`src/rtl/demultiplexador_registrado.sv`:
```
// Registered 1-to-8 demux: steers one producer word into one of eight holding slots, one-cycle latency.
// Backpressure: entrada_pronta drops only while the addressed slot is full and not being drained this cycle.
module demultiplexador_registrado #(
  parameter int LARGURA = 16
) (
  input  logic                 clock,
  input  logic                 resetn,
  input  logic [LARGURA-1:0]   entrada,
  input  logic [2:0]           controle,
  input  logic                 entrada_valida,
  output logic                 entrada_pronta,
  output logic [8*LARGURA-1:0] saidas,
  output logic [7:0]           saidas_validas,
  input  logic [7:0]           saidas_lidas,
  output logic [3:0]           ocupados
);

  logic       aceita;
  logic [7:0] aceita_vet;
  logic [7:0] drenos;
  logic [7:0] validas_prox;
  logic [3:0] n_drenos;
  logic [3:0] ocupados_prox;

  assign entrada_pronta = ~saidas_validas[controle] | saidas_lidas[controle];
  assign aceita         = entrada_valida & entrada_pronta;
  assign drenos         = saidas_lidas & saidas_validas;

  always_comb begin
    aceita_vet = 8'h00;
    n_drenos   = 4'd0;
    if (aceita) begin
      aceita_vet[controle] = 1'b1;
    end
    for (int k = 0; k < 8; k++) begin
      n_drenos = n_drenos + {3'b000, drenos[k]};
    end
    // A drain and an accept on the same slot cancel out: -1 from the drain, +1 from the accept.
    validas_prox  = (saidas_validas & ~drenos) | aceita_vet;
    ocupados_prox = ocupados + {3'b000, aceita} - n_drenos;
  end

  always_ff @(posedge clock or negedge resetn) begin
    if (!resetn) begin
      saidas         <= '0;
      saidas_validas <= 8'h00;
      ocupados       <= 4'd0;
    end else begin
      saidas_validas <= validas_prox;
      ocupados       <= ocupados_prox;
      // Drained slots keep their data; only an accept overwrites a slot.
      for (int k = 0; k < 8; k++) begin
        if (aceita_vet[k]) begin
          saidas[k*LARGURA +: LARGURA] <= entrada;
        end
      end
    end
  end

endmodule

```
`config.mk`:
```
export PLATFORM = sky130hd
export DESIGN_NAME = demultiplexador_registrado
export DESIGN_NICKNAME = d
export VERILOG_FILES = /design/src/rtl/demultiplexador_registrado.sv
export SDC_FILE = /design/constraint.sdc
export NUM_CORES = 1
export LEC_CHECK = 0
export ABC_AREA = 1
export CORE_MARGIN = 1
export CORE_UTILIZATION = 43
export DETAILED_ROUTE_END_ITERATION = 10
export HOLD_SLACK_MARGIN = 0.12
export PLACE_DENSITY = 0.82
export SLEW_MARGIN = 10
export SYNTH_ARGS = -nofsm -noshare
export SYNTH_HDL_FRONTEND = slang
export SYNTH_SLANG_ARGS = --single-unit
export TNS_END_PERCENT = 1
```
`constraint.sdc`:
```
create_clock -name clock -period 4.4 [get_ports clock]
set_input_delay 0.88 -clock clock [delete_from_list [all_inputs] [get_ports clock]]
set_output_delay 0.88 -clock clock [all_outputs]
set_load 0.1 [all_outputs]
```
==> reports/results.txt, run 1 <==
Status: complete, no violations
Worst flop-to-flop path endpoint: ocupados[3]
Required @ worst endpoint: 4710 ps
Drt initial violations: 566
I/O pin count: 171
Final min period: 3799 ps
CP max FO: 3
Area Growth Syn to Fin: 35.42%
Final Max Tran Viols: 0
Global route overflow: 0
Total Die Area: 15,460 um^2
Static leakage: 4.272 nW
Vias in the first global route: 5,417
Maximum VDD drop: 0.4423 mV
Final hold vios: 0
Fin cells: 1,042
Post-DP HPWL: 12.82 mm
Share of cells above drive strength 1: 7.809%
IO Port Bufs: 170
Setup Skew: 6.141 ps
Via count: 5,781
Antenna diode count: 0
# placed instances: 1,011
Mapped cell area: 6436 um^2
CTS tree: done
Setup ws final: 600.9 ps
H-tree levels: 4
Max Buffers Root-to-Sink: 2
PD cells: 780.7 nW/um^2
Min-Delay Path Class: flop to flop
Die Span X: 124.3 um
Largest net degree at the start of global routing: 100
Worst Hold Depth: 2
Post-synth cell types: 29
CTS clock-pin slew for the worst setup and hold paths: 60 ps
Core area: 14,590 um^2
Flops & latches, synth: 140
Setup TNS: 0 ps
Worst r2r src: saidas_validas[6]
Critical path launch point type: input port
Fin nets: 889
Prevailing post-synth register cell: dfrtp_1
Least-Margin Pin Slew: 1036 ps
Min-Delay Endpoint: saidas[124]
Worst skew pair latency: 420 ps
# Max-Cap Violations: 0
Hold path startpoint: saidas[124]
Detail Route Antenna Nets: 0
Worst slack, placed: 160.9 ps
Post_cts resized: 0
Gr usage total: 26.09%
First-pass GRT wire length: 30.92 mm
Post-Syn Instances: 707
Total power: 6.804 mW
TritonCTS Buffers: 17
Tcrit/Tclk final: 86.34%
Drt first pass iters: 5
Critical Path End Type: flop
Max Fclk: 263.2 MHz
Root Buffer: clkbuf_16
# Post-CTS Setup Buffers: 0
Post-synth EDFFs: 0
Wirelength, routed: 19.94 mm
DR vias/cell: 5.548
Antenna violations before repair: 0
Final setup viols: 0
Slew HR: 30.72%
Clk sinks: 140
RSZ-0062 raised after global routing: false
Worst reg2reg path depth: 13
Routed WL per cell: 19.13 um
Register area share after synthesis: 54.43%
Most frequent cells in the layout: nand2_1, clkdlybuf4s50_1, dfrtp_1, nand4_1, inv_1
Worst EP arrival: 4110 ps
Die Y: 124.3 um
Mapped Avg Cell Area: 9.103 um^2
Initial core utilization: 44.12%
DRC: 0
Post-Syn Nets: 750
Type of the worst setup path: input port to flop
# hold bufs at CTS: 0
R2R setup slack: 1110 ps
Placer Congestion: 0.8553
FFs w/ async S/R, synth: 100.0%
Core Rows: 44
Yosys warns: 0
Most common cell after layout, fill and taps aside: nand2_1
## metal layers
layer / GRT usage, % / share of wire, % / wire length, um
met1: 35.05 / 42 / 8393
met2: 38.54 / 46 / 9073
met4: 9.851 / 2.3 / 454
met5: 0 / 0 / 0
met3: 9.321 / 10 / 2017
## sequential cells by signal, summed over array words and instances, names as in the netlist
| name | cells |
|---|---|
| saidas_validas | 8 |
| saidas | 128 |
| ocupados | 4 |
## worst max-delay path by stage
stage / from / end / cells past startpoint
floorplan: ocupados[0] / ocupados[3] / 12
global placement: saidas_lidas[6] / ocupados[3] / 14
detailed placement: saidas_lidas[6] / ocupados[3] / 14
CTS: saidas_lidas[6] / ocupados[3] / 14
global route: saidas_lidas[6] / ocupados[3] / 14
finish: saidas_lidas[6] / ocupados[3] / 14
## cells by family (layout without fill, tap and decap cells)
logic type,count (synthesis),in the layout,share of synthesized area (%)
buf+inv,98,249,8.243
flops,140,140,54.43
xor+xnor,3,3,0.4083
compound gates,11,11,0.8943
simple gates,442,442,32.80
fa+ha+maj,13,13,3.227
## critical path, cell delays in order
cell and delay (ps):
clkdlybuf4s50_1 450, nand2_1 80, inv_1 50, fa_1 440
fa_1 510, inv_1 50, fa_1 350, inv_1 90
fa_1 420, inv_1 70, ha_1 230, ha_1 210
xor2_1 150, xnor2_1 120
## synth_stat cells, types with 7 or more instances
cell / count / area, um^2
inv_1: 27 / 101.4
buf_2: 10 / 50.05
nand2_1: 287 / 1077
clkbuf_2: 15 / 75.07
dfrtp_1: 140 / 3503
buf_1: 7 / 26.28
clkbuf_1: 16 / 60.06
nand4_1: 132 / 825.8
ha_1: 7 / 87.58
o21ai_0: 8 / 40.04
buf_6: 11 / 123.9
## area by class of cell
| class | count | area [um^2] |
|---|---|---|
| clock buffer | 17 | 425.4 |
| fill | 1230 | 5873 |
| timing repair buffer | 186 | 1831 |
| clock inverter | 14 | 196.4 |
| tap | 184 | 230.2 |
| inverter | 32 | 122.6 |
| multi-input combinational | 469 | 2407 |
| sequential | 140 | 3503 |
## power breakdown
part	internal, mW	switching (mW)
sequential	1.59	0.193
combinational	0.704	2.79
clock	0.947	0.574
total	3.25	3.56
## through the flow
stage          utilization [%]  area, um^2  hold WS [ps]
2_1_floorplan                -        6436         584.4
3_3_place_gp             55.48        8094         452.6
3_5_place_dp             55.48        8094         457.6
4_1_cts                  59.74        8716         472.2
5_1_grt                  59.74        8716         488.7
6_report                 59.74        8716         468.2
No activity file was read; power rests on OpenSTA's default activity.
==> run 2: changes to the inputs <==
--- a/config.mk
+++ b/config.mk
@@ -6,11 +6,13 @@
 export NUM_CORES = 1
 export LEC_CHECK = 0
 export ABC_AREA = 1
+export CAP_MARGIN = 30
 export CORE_MARGIN = 1
 export CORE_UTILIZATION = 43
 export DETAILED_ROUTE_END_ITERATION = 10
+export DONT_BUFFER_PORTS = 1
 export HOLD_SLACK_MARGIN = 0.12
-export PLACE_DENSITY = 0.82
+export PLACE_DENSITY = 0.68
 export SLEW_MARGIN = 10
 export SYNTH_ARGS = -nofsm -noshare
 export SYNTH_HDL_FRONTEND = slang
==> reports/results.txt, run 2 (synthesized netlist as in run 1, its figures left out) <==
CP max FO: 3
Most frequent cells in the layout: nand2_1, dfrtp_1, nand4_1, inv_1
Initial core utilization: 44.12%
RSZ-0062 raised after global routing: false
Most flop-heavy register: saidas
Most common cell after layout, fill and taps aside: nand2_1
Worst flop-to-flop path endpoint: ocupados[3]
Critical Path End Type: flop
Cell Chain, Critical Path: buf_4, nand2_1, inv_1, fa_1, fa_1, inv_1, fa_1, inv_1, fa_1, inv_1, ha_1, ha_1, xor2_1, xnor2_1
Antenna diode count: 0
Tcrit/Tclk final: 78.19%
DRC: 0
Post-DP HPWL: 11.91 mm
Area Growth Syn to Fin: 9.137%
Status: complete, no violations
Min-Delay Path Class: input port to async pin
Critical path launch point type: flop
Total power: 6.057 mW
Drt initial violations: 532
# Post-CTS Setup Buffers: 0
Required @ worst endpoint: 4690 ps
Largest stage delay, worst path: 490 ps
# hold bufs at CTS: 0
PD cells: 862.2 nW/um^2
Clk sinks: 140
Final setup viols: 0
Switch Pwr: 3.334 mW
Wirelength, routed: 19.19 mm
Final min period: 3440 ps
Max Fclk: 290.7 MHz
CTS tree: done
Total Die Area: 15,460 um^2
Min Hold Slack: 165.9 ps
Root Buffer: clkbuf_16
Worst r2r src: saidas_validas[0]
I/O pin count: 171
Final hold vios: 0
# Max-Cap Violations: 0
Via count: 5,138
Die Span X: 124.3 um
Power share of the combinational group: 9.8%
Largest net degree at the start of global routing: 141
First-pass GRT wire length: 29.65 mm
Die Y: 124.3 um
Share of cells above drive strength 1: 9.130%
Slew HR: 35.18%
Worst reg2reg path depth: 14
IO Port Bufs: 0
Maximum VDD drop: 0.3696 mV
Placer Congestion: 0.9186
Vias in the first global route: 4,971
Bufs and invs on worst path: 5
Clock power share: 24.8%
Fin nets: 720
CP top delay family: adder cells
Core area: 14,590 um^2
Drt first pass iters: 5
Sequential share of power: 65.4%
Max reg flops: 128
Global route overflow: 0
Routed WL per cell: 21.96 um
CTS clock-pin slew for the worst setup and hold paths: 50 ps
Post_cts resized: 0
Gr usage total: 25.26%
Worst skew pair latency: 420 ps
Switching Fraction: 55.04%
Static leakage: 3.647 nW
Setup TNS: 0 ps
CP startpoint: saidas_validas[0]
Largest registers: saidas (128), saidas_validas (8), ocupados (4)
Final Max Tran Viols: 0
R2R setup slack: 960 ps
Least-Margin Pin Slew: 972.2 ps
H-tree levels: 4
Setup Skew: 4.127 ps
Detail Route Antenna Nets: 0
Worst EP arrival: 3730 ps
Core Rows: 44
P_int: 2.723 mW
Antenna violations before repair: 0
Type of the worst setup path: flop to flop
DR vias/cell: 5.879
Slowest CP cell: fa_1
Max Buffers Root-to-Sink: 2
TritonCTS Buffers: 17
## run 2: power groups by stage
stage	sequential, mW	clock, mW	combinational (mW)
after CTS	3.96	1.52	0.601
after global routing	3.99	1.58	0.690
after floorplan	4.00	0	0.436
final	3.96	1.50	0.594
after detailed placement	3.99	0	0.600
after global placement	3.98	0	0.567
## run 2: worst reg2reg max path: stages, from the launching register on
cell and delay [ps]:
dfrtp_1 360, buf_4 230, nand2_1 100, inv_1 60, fa_1 400, fa_1 490, inv_1 50, fa_1 350
inv_1 90, fa_1 420, inv_1 70, ha_1 220, ha_1 210, xor2_1 150, xnor2_1 130
## run 2: layout make-up
type                       instances  area, um^2
clock buffer                      26       519.2
sequential                       140        3503
multi-input combinational        469        2416
inverter                          32       122.6
timing repair buffer              17       127.6
clock inverter                     6       105.1
tap                              184       230.2
fill                            1380        7565
## run 2: worst max-delay path by stage
stage,slack (ps),cells after the start,to
floorplan,680,12,ocupados[3]
global placement,690,13,ocupados[3]
detailed placement,630,13,ocupados[3]
CTS,940,14,ocupados[3]
global route,750,14,ocupados[3]
finish,960,14,ocupados[3]
## run 2: layer usage
metal	wire length, um	share of wire [%]	vias up	GRT usage [%]
met5	0	0	-	0
met4	349	1.8	0	8.717
met3	1750	9.1	21	8.204
met2	9123	48	280	39.00
met1	7968	42	2535	33.31
li1	-	-	2302	-
## run 2: through the flow
stage	instances	utilization, %	setup slack (ps)	instance area (um^2)
CTS	873	48.10	942.7	7017
floorplan	707	-	678.6	6436
global placement	839	43.71	689.4	6377
detailed placement	841	43.82	632.3	6392
finish	874	48.15	959.9	7024
global route	874	48.15	752.4	7024
==> run 3: changes to the inputs <==
==> constraint.sdc (replaced) <==
create_clock -name clock -period 3.3 [get_ports clock]
set_input_delay 0.66 -clock clock [delete_from_list [all_inputs] [get_ports clock]]
set_output_delay 0.66 -clock clock [all_outputs]
set_load 0.1 [all_outputs]
==> reports/results.txt, run 3 (synthesized netlist as in run 1, its figures left out) <==
Status: finished with violations
Failing checks: hold timing
Switch Pwr: 4.497 mW
Antenna diode count: 0
Largest net degree at the start of global routing: 141
Die Span X: 124.3 um
Setup ws final: 76.98 ps
Initial core utilization: 44.12%
TritonCTS Buffers: 17
Routed WL per cell: 22.35 um
Clock power share: 23.7%
IO Port Bufs: 0
Min Hold Slack: -66.66 ps
Core area: 14,590 um^2
Placer Congestion: 0.8931
Post-DP HPWL: 12.25 mm
Clk sinks: 140
Routed length on met3: 2.165 mm
Largest registers: saidas (128), saidas_validas (8), ocupados (4)
Maximum VDD drop: 0.4811 mV
Final Max Tran Viols: 0
# Max-Cap Violations: 0
Critical Path End Type: flop
Final min period: 3223 ps
Required @ worst endpoint: 3600 ps
Type of the worst setup path: flop to flop
Most common cell after layout, fill and taps aside: nand2_1
Min-Delay Path Class: input port to async pin
WL met2: 9.006 mm
Vias in the first global route: 4,800
Detail Route Antenna Nets: 0
Total Die Area: 15,460 um^2
Antenna violations before repair: 0
Sequential share of power: 65.5%
Max Buffers Root-to-Sink: 2
Drt initial violations: 502
Final setup viols: 0
Metal-1 WL: 8.002 mm
Setup Skew: 10.30 ps
Share of cells above drive strength 1: 11.56%
Post_cts resized: 0
CTS clock-pin slew for the worst setup and hold paths: 60 ps
Slew HR: 35.65%
DRC: 0
H-tree levels: 4
CP max FO: 2
Most frequent cells in the layout: nand2_1, nand4_1, dfrtp_1, inv_1, buf_4
Switching Fraction: 56.11%
Most flop-heavy register: saidas
Worst reg2reg path depth: 13
Critical path launch point type: flop
Worst EP arrival: 3520 ps
Top sig layer: met4
Wirelength, routed: 19.58 mm
Max Fclk: 310.3 MHz
Least-Margin Pin Slew: 965.3 ps
Die Y: 124.3 um
Global route overflow: 0
CTS tree: done
P_int: 3.517 mW
Post-Route Utilization: 48.22%
Gr usage total: 25.51%
Fin nets: 722
I/O pin count: 171
Worst slack, placed: -140.1 ps
First-pass GRT wire length: 29.79 mm
Area Growth Syn to Fin: 9.312%
Tcrit/Tclk final: 97.67%
RSZ-0062 raised after global routing: false
DR vias/cell: 5.868
Root Buffer: clkbuf_16
Core Rows: 44
Drt first pass iters: 5
PD cells: 1139 nW/um^2
Final hold vios: 90
Power share of the combinational group: 10.8%
Worst skew pair latency: 420 ps
Via count: 5,140
Max reg flops: 128
Static leakage: 3.606 nW
# Post-CTS Setup Buffers: 0
-- run 3: stage by stage --
stage | area [um^2] | hold slack (ps) | cells | TNS [ps] | total power, mW
5_1_grt | 7036 | -91.03 | 876 | 0 | 8.266
6_report | 7036 | -66.66 | 876 | 0 | 8.014
2_1_floorplan | 6467 | 364.4 | 707 | 0 | 5.925
4_1_cts | 7036 | -82.34 | 876 | 0 | 8.046
3_5_place_dp | 6446 | 370.0 | 844 | -140.1 | 6.149
3_3_place_gp | 6446 | 369.1 | 844 | -56.68 | 6.090
-- run 3: layer usage --
| metal | global-route usage, % | up-vias |
|---|---|---|
| met3 | 9.107 | 36 |
| met4 | 9.568 | 0 |
| met2 | 36.66 | 277 |
| met1 | 35.21 | 2521 |
| met5 | 0 | - |
| li1 | - | 2306 |
-- run 3: worst paths after layout --
| kind | startpoint | to | slack, ps |
|---|---|---|---|
| max | saidas_validas[4] | ocupados[3] | 80 |
| min | resetn | saidas_validas[4] | -70 |
| max reg2reg | saidas_validas[4] | ocupados[3] | 80 |
| min reg2reg | saidas_validas[1] | saidas_validas[1] | 830 |
| max in group asynchronous | resetn | saidas[25] | 3030 |
| min in group clock | saidas_lidas[2] | saidas_validas[2] | 330 |
-- run 3: critical path, stage by stage (launching register included) --
cell     delay, ps
dfrtp_4        480
nand2_2         70
inv_2           40
fa_2           370
fa_1           490
inv_1           60
fa_1           360
inv_1           80
fa_1           410
inv_1           70
ha_1           230
ha_2           180
xor2_1         150
xnor2_1        120
-- run 3: power by group through the flow --
stage / clock (mW) / sequential [mW] / combinational, mW
6_report: 1.90 / 5.25 / 0.867
2_1_floorplan: 0 / 5.34 / 0.584
3_5_place_dp: 0 / 5.27 / 0.875
4_1_cts: 1.93 / 5.25 / 0.874
5_1_grt: 2.01 / 5.29 / 0.973
3_3_place_gp: 0 / 5.26 / 0.826
-- run 3: cell type report --
cell class | count | area, um^2
fill | 1391 | 7553
sequential | 140 | 3525
multi-input combinational | 469 | 2426
clock buffer | 22 | 474.2
tap | 184 | 230.2
timing repair buffer | 19 | 142.6
inverter | 32 | 122.6
clock inverter | 10 | 115.1
